==> src/rtl/fifo_ctrl_pkg.sv <==
// Shared definitions for the FIFO write-side control blocks.
package fifo_ctrl_pkg;

  typedef enum logic {
    ST_IDLE  = 1'b0,
    ST_BURST = 1'b1
  } state_t;

  localparam int BURST_MAX_DEFAULT = 4;

endpackage

==> src/rtl/rr_pick.sv <==
// Combinational rotate-priority picker: first set request after 'last', wrapping.
module rr_pick #(
  parameter int NUM_REQ   = 4,
  parameter int IDX_WIDTH = 2
) (
  input  logic [NUM_REQ-1:0]   req,
  input  logic [IDX_WIDTH-1:0] last,
  output logic                 any,
  output logic [IDX_WIDTH-1:0] idx
);

  logic [IDX_WIDTH-1:0] cand;

  // NOTE: every output of a combinational block gets a default first, otherwise paths that skip an assignment infer latches.
  always_comb begin
    any  = 1'b0;
    idx  = '0;
    cand = '0;
    // Scan farthest offset first so the nearest requester after 'last' overwrites.
    for (int k = NUM_REQ; k >= 1; k--) begin
      cand = IDX_WIDTH'((int'(last) + k) % NUM_REQ);
      if (req[cand]) begin
        any = 1'b1;
        idx = cand;
      end
    end
  end

endmodule

==> src/rtl/fifo_wr_arbiter.sv <==
// Round-robin burst arbiter sharing one FIFO write port among NUM_REQ producers.
module fifo_wr_arbiter
  import fifo_ctrl_pkg::*;
#(
  parameter int NUM_REQ    = 4,
  parameter int DATA_WIDTH = 8,
  parameter int BURST_MAX  = BURST_MAX_DEFAULT,
  parameter int IDX_WIDTH  = 2
) (
  input  logic                          wr_clk,
  input  logic                          wr_rst_n,
  input  logic [NUM_REQ-1:0]            req_valid,
  input  logic [NUM_REQ*DATA_WIDTH-1:0] req_data,
  input  logic [NUM_REQ-1:0]            req_last,
  output logic [NUM_REQ-1:0]            req_ready,
  input  logic                          fifo_full,
  output logic                          fifo_wr_en,
  output logic [DATA_WIDTH-1:0]         fifo_data_in,
  output logic [IDX_WIDTH-1:0]          grant_id,
  output logic                          busy
);

  localparam int CNT_W = $clog2(BURST_MAX) + 1;

  state_t               state, state_nxt;
  logic [CNT_W-1:0]     beat_cnt, beat_cnt_nxt;
  logic [IDX_WIDTH-1:0] last_grant, last_grant_nxt, grant_nxt, pick_idx;
  logic                 pick_any, load_ok, accept, transfer, cur_valid, cur_last, burst_end;
  logic [DATA_WIDTH-1:0] cur_data;
  logic [DATA_WIDTH-1:0] data_arr [NUM_REQ];

  for (genvar i = 0; i < NUM_REQ; i++) begin : g_unpack
    assign data_arr[i] = req_data[i*DATA_WIDTH +: DATA_WIDTH];
  end

  rr_pick #(
    .NUM_REQ  (NUM_REQ),
    .IDX_WIDTH(IDX_WIDTH)
  ) u_pick (
    .req (req_valid),
    .last(last_grant),
    .any (pick_any),
    .idx (pick_idx)
  );

  // The slot can take a new beat when empty or when its current beat leaves this edge.
  assign load_ok   = ~fifo_wr_en | ~fifo_full;
  assign accept    = fifo_wr_en & ~fifo_full;
  assign cur_valid = req_valid[grant_id];
  assign cur_last  = req_last[grant_id];
  assign cur_data  = data_arr[grant_id];
  assign transfer  = (state == ST_BURST) & cur_valid & load_ok;
  assign burst_end = cur_last | (beat_cnt == CNT_W'(BURST_MAX - 1));
  assign busy      = (state == ST_BURST) | fifo_wr_en;

  always_comb begin
    req_ready = '0;
    if (state == ST_BURST && load_ok) req_ready[grant_id] = 1'b1;
  end

  always_comb begin
    state_nxt      = state;
    grant_nxt      = grant_id;
    beat_cnt_nxt   = beat_cnt;
    last_grant_nxt = last_grant;
    case (state)
      ST_IDLE: begin
        if (pick_any) begin
          grant_nxt    = pick_idx;
          beat_cnt_nxt = '0;
          state_nxt    = ST_BURST;
        end
      end
      ST_BURST: begin
        if (transfer) begin
          beat_cnt_nxt = beat_cnt + 1'b1;
          if (burst_end) begin
            state_nxt      = ST_IDLE;
            last_grant_nxt = grant_id;
          end
        end else if (!cur_valid) begin
          // Requester abandoned its burst; a stall on full keeps the grant instead.
          state_nxt      = ST_IDLE;
          last_grant_nxt = grant_id;
        end
      end
      default: state_nxt = ST_IDLE;
    endcase
  end

  // NOTE: sequential state uses non-blocking assignments so every flop samples pre-edge values.
  always_ff @(posedge wr_clk or negedge wr_rst_n) begin
    if (!wr_rst_n) begin
      state      <= ST_IDLE;
      grant_id   <= '0;
      beat_cnt   <= '0;
      last_grant <= IDX_WIDTH'(NUM_REQ - 1);
    end else begin
      state      <= state_nxt;
      grant_id   <= grant_nxt;
      beat_cnt   <= beat_cnt_nxt;
      last_grant <= last_grant_nxt;
    end
  end

  always_ff @(posedge wr_clk or negedge wr_rst_n) begin
    if (!wr_rst_n) begin
      fifo_wr_en   <= 1'b0;
      fifo_data_in <= '0;
    end else if (transfer) begin
      fifo_wr_en   <= 1'b1;
      fifo_data_in <= cur_data;
    end else if (accept) begin
      fifo_wr_en   <= 1'b0;
    end
  end

endmodule
==> config.mk <==
export PLATFORM = sky130hd
export DESIGN_NAME = fifo_wr_arbiter
export DESIGN_NICKNAME = d
export VERILOG_FILES = /design/src/rtl/fifo_ctrl_pkg.sv /design/src/rtl/rr_pick.sv /design/src/rtl/fifo_wr_arbiter.sv
export SDC_FILE = /design/constraint.sdc
export NUM_CORES = 1
export LEC_CHECK = 0
export ABC_AREA = 1
export ABC_CLOCK_PERIOD_IN_PS = 1880
export BUFFER_PORTS_ARGS = -buffer_cell sky130_fd_sc_hd__buf_2
export CAP_MARGIN = 20
export CORE_AREA = 5 5 64 66
export DETAILED_ROUTE_END_ITERATION = 12
export DIE_AREA = 0 0 69 71
export PLACE_DENSITY = 0.78
export SYNTH_ARGS = -nofsm -noshare
export SYNTH_HDL_FRONTEND = slang
export SYNTH_HIERARCHICAL = 1
export SYNTH_SLANG_ARGS = --single-unit
==> constraint.sdc <==
create_clock -name wr_clk -period 1.88 [get_ports wr_clk]
set_clock_uncertainty 0.15 [all_clocks]
set_input_delay 0.376 -clock wr_clk [delete_from_list [all_inputs] [get_ports wr_clk]]
set_output_delay 0.376 -clock wr_clk [all_outputs]
set_load 0.005 [all_outputs]
==> summary.md <==
| Metric | Value |
|---|---|
| Vias per std cell | 4.765 |
| Synthesized Nets | 237 |
| Part of the total power dissipated in the clock network | 0.070 |
| Aggregate global-route resource usage | 0.1497 |
| Start-to-end type of the worst setup path | register to output port |
| Post-synthesis cell area | 0.001344 mm^2 |
| Unrepaired setup endpoints after global routing | yes |
| DR DRC count | 0 |
| Layout overhead on the synthesized area | 28.21% |
| GR Overflow Total | 0 |
| Number of enable-type register cells in the synthesized netlist | 0 |
| Met2 WL post-DR | 1773 um |
| Critical path buffers and inverters | 1 |
| Most common library cell in the layout ignoring fill and taps | sky130_fd_sc_hd__nand2_1 |
| Sw Pwr | 1.444 mW |
| Hold Path Class | input pin to register |
| Master of the slowest instance on the critical path | sky130_fd_sc_hd__dfrtp_1 |
| Max-slew headroom at the worst pin | 0.6490 |
| Final Hold Viols | 0 |
| # diodes | 0 |
| Port bufs | 58 |
| Startpoint kind of the worst setup timing path | register |
| Vias in the first global route | 1405 |
| Number of levels in the clock H-tree | 1 |
| Y dimension of the die | 71 um |
| End of the critical path | req_ready[2] |
| Synthesized instance count | 192 |
| Post-synthesis sequential element count | 17 |
| WP data arrival | 1.30 ns |
| Switching portion of total power | 0.5113 |
| Number of endpoints failing setup at the final stage | 0 |
| Wire length of the first global-routing pass | 6023 um |
| CTS Root Buffer Type | sky130_fd_sc_hd__clkbuf_4 |
| Worst R2R End | grant_id[1]$_DFFE_PN0P_ |
| Critical Path Stages | 4 |
| Detailed placement HPWL | 2961 um |
| Crit path top cell by count | sky130_fd_sc_hd__nand2_1 |
| Portion of the post-synthesis area used by sequential elements | 0.3184 |
| Area of the die | 0.004899 mm^2 |
| Horizontal extent of the die | 69 um |
| Clock input transition at the sequential cells of the worst setup and hold paths | 0.10 ns |
| Maximum number of pins on one net before global-route repair | 21 |
| Average cell area after synthesis | 6.999 um^2 |
| Max Root-Sink Buffers | 2 |
| Maximum resistive drop on vdd | 705.6 uV |
| Final period utilization | 0.9704 |
| Largest stage delay on the critical path | 0.39 ns |
| Fraction of power consumed by sequential logic | 0.273 |
| Share of post-route cells with drive strength above 1 | 0.4173 |
| Placed cells | 294 |
| Critical Path RT | 1.35 ns |
| Slew @ Worst Pin | 0.5245 ns |
| Area after DPL | 0.001645 mm^2 |
| Category of cells accounting for the largest share of critical-path delay | simple AND/OR/NAND/NOR gates |
| Met3 Wirelength | 312 um |
| Final standard cell count with taps included and fillers excluded | 302 |
| Vias after detailed routing | 1439 |
| CP Capture Type | output port |
| Synthesis Warnings | 6 |
| Worst reg2reg startpoint | last_grant[0]$_DFFE_PN1P_ |
| WL per Instance | 11.93 um |
| Critical Path Start | fifo_wr_en$_DFFE_PN0P_ |
| Weighted congestion at the end of routability-driven global placement | 0.8329 |
| Share of total power in combinational logic | 0.657 |
| Min Hold Slack | 0.1726 ns |
| Number of nets in the final layout | 300 |
| Fill cell count | 389 |
| Overall routed net length | 3602 um |
| Top metal layer carrying routed signals | met4 |
| Count of routing violations after the opening detailed-route iteration | 59 |
| Number of slew-limit violations in the final report | 0 |
| Critical path peak fanout | 5 |
| FF-to-FF path depth | 9 |
| Power density relative to cell area | 1639 mW/mm^2 |
| Main flop type after synthesis | sky130_fd_sc_hd__dfrtp_1 |
| Core Region | 0.003523 mm^2 |
| Starting density of the core | 0.3814 |
| Highest clock rate | 0.5481 GHz |
| Number of search-and-repair iterations in the first detailed-routing pass | 4 |
| Number of antenna violations at the first check in global routing | 0 |
| Worst-skew pair later-pin latency | 0.30 ns |
| Unique cell type count in the Yosys netlist | 25 |
| Commonest cells after routing, fill and taps aside | sky130_fd_sc_hd__nand2_1, sky130_fd_sc_hd__buf_2, sky130_fd_sc_hd__nand3_1 |
| Final ANT Viol Nets | 0 |
| Minimum clock period | 1.824 ns |
| TritonCTS buffer count | 3 |
| Max-cap viol count | 0 |
| Clock tree from TritonCTS | yes |
| Cell internal power dissipation | 1.380 mW |
| Area of all placed cells without fillers | 0.001723 mm^2 |
| Leakage power | 0.9763 nW |
| Worst R2R Setup Slack | 0.18 ns |
| Site row count | 22 |
| Post-synth ARST share | 1.000 |
| I/O pin total | 59 |
| Total clock sinks | 17 |
| Total routed wire length on the met1 layer | 1441 um |
| Run status | finished, final reports clean |
| CP Cell Sequence | nand2_1 -> nand2_1 -> nor3_1 -> buf_2 |
## final cells by class
type / instances / area, um^2 / area share
Sequential cell: 17 / 430.4 / 0.2498
Tap cell: 48 / 60.06 / 0.03486
Clock buffer: 3 / 22.52 / 0.01307
Timing Repair Buffer: 63 / 342.8 / 0.1990
Multi-Input combinational cell: 153 / 788.3 / 0.4575
Inverter: 17 / 73.82 / 0.04285
Clock inverter: 1 / 5.005 / 0.002905
## routing by layer
layer | vias to the layer above | GRT usage
li1 | 737 | -
met1 | 639 | 0.1684
met2 | 54 | 0.2669
met3 | 9 | 0.04261
met4 | 0 | 0.05857
met5 | - | 0
## synthesized netlist by cell type, types with 2 or more instances
cell | instances | area (um^2)
sky130_fd_sc_hd__o21ai_2 | 9 | 78.83
sky130_fd_sc_hd__buf_6 | 5 | 56.30
sky130_fd_sc_hd__dfrtp_1 | 15 | 375.4
sky130_fd_sc_hd__nor2_1 | 6 | 22.52
sky130_fd_sc_hd__dfstp_2 | 2 | 52.55
sky130_fd_sc_hd__nand2_1 | 77 | 289.0
sky130_fd_sc_hd__inv_2 | 2 | 7.510
sky130_fd_sc_hd__inv_1 | 12 | 45.04
sky130_fd_sc_hd__nand3_1 | 21 | 105.1
sky130_fd_sc_hd__a21oi_1 | 10 | 50.05
sky130_fd_sc_hd__nor2_2 | 2 | 12.51
sky130_fd_sc_hd__ha_1 | 2 | 25.02
sky130_fd_sc_hd__nor3_1 | 3 | 15.01
sky130_fd_sc_hd__nand3b_1 | 2 | 15.01
sky130_fd_sc_hd__nand2_4 | 2 | 22.52
sky130_fd_sc_hd__nand2_2 | 12 | 75.07
sky130_fd_sc_hd__inv_4 | 2 | 12.51
## tightest hold or removal path: cells and delay by family
family / cells / cell delay (ns)
buffers and inverters: 1 / 0.07
and+or+nand+nor: 2 / 0.14
## sequential cells by signal, indices dropped and copies added (netlist names)
signal and cells:
fifo_wr_en 1, state 1, beat_cnt 3, grant_id 2, fifo_data_in 8, last_grant 2
## stage by stage
step | total power, mW | setup WS [ns] | utilization | TNS [ns]
2_1_floorplan | 2.157 | 0.3442 | - | 0
3_3_place_gp | 2.514 | 0.1766 | 0.4670 | 0
3_5_place_dp | 2.551 | 0.1760 | 0.4670 | 0
4_1_cts | 2.765 | 0.01437 | 0.4783 | 0
5_1_grt | 3.119 | -0.01846 | 0.4890 | -0.03567
6_report | 2.825 | 0.05567 | 0.4890 | 0
## worst min-delay path by stage
stage                   start                      end  slack [ns]  cells after the start
global route        fifo_full   fifo_wr_en$_DFFE_PN0P_        0.18                      3
floorplan            wr_rst_n  beat_cnt[0]$_DFFE_PN0P_       -0.07                      0
finish              fifo_full   fifo_wr_en$_DFFE_PN0P_        0.17                      3
detailed placement   wr_rst_n  grant_id[0]$_DFFE_PN0P_        0.17                      1
global placement     wr_rst_n  grant_id[1]$_DFFE_PN0P_        0.16                      1
CTS                 fifo_full   fifo_wr_en$_DFFE_PN0P_        0.17                      3
## power groups by stage
stage	Sequential [mW]	Combinational [mW]	Clock, mW
floorplan	0.667	1.49	0
global placement	0.781	1.73	0
detailed placement	0.782	1.77	0
CTS	0.783	1.78	0.206
global route	0.798	2.10	0.216
finish	0.770	1.86	0.198
## kinds of logic (layout without fill, tap and decap cells)
family          count (synthesis)  count (layout)  synth area share
simple gates                  129             129            0.4488
compound gates                 22              22            0.1173
buf+inv                        22              84           0.09683
flops                          17              17            0.3184
fa+ha+maj                       2               2           0.01862
## repair_timing
item,4_1_cts,5_1_grt
endpoints found under the hold margin,15,0
gates resized for setup,2,1
hold buffers,1,0
endpoints found under the setup margin,3,3
buffers inserted,0,3
(Power assumes the default switching activity.)
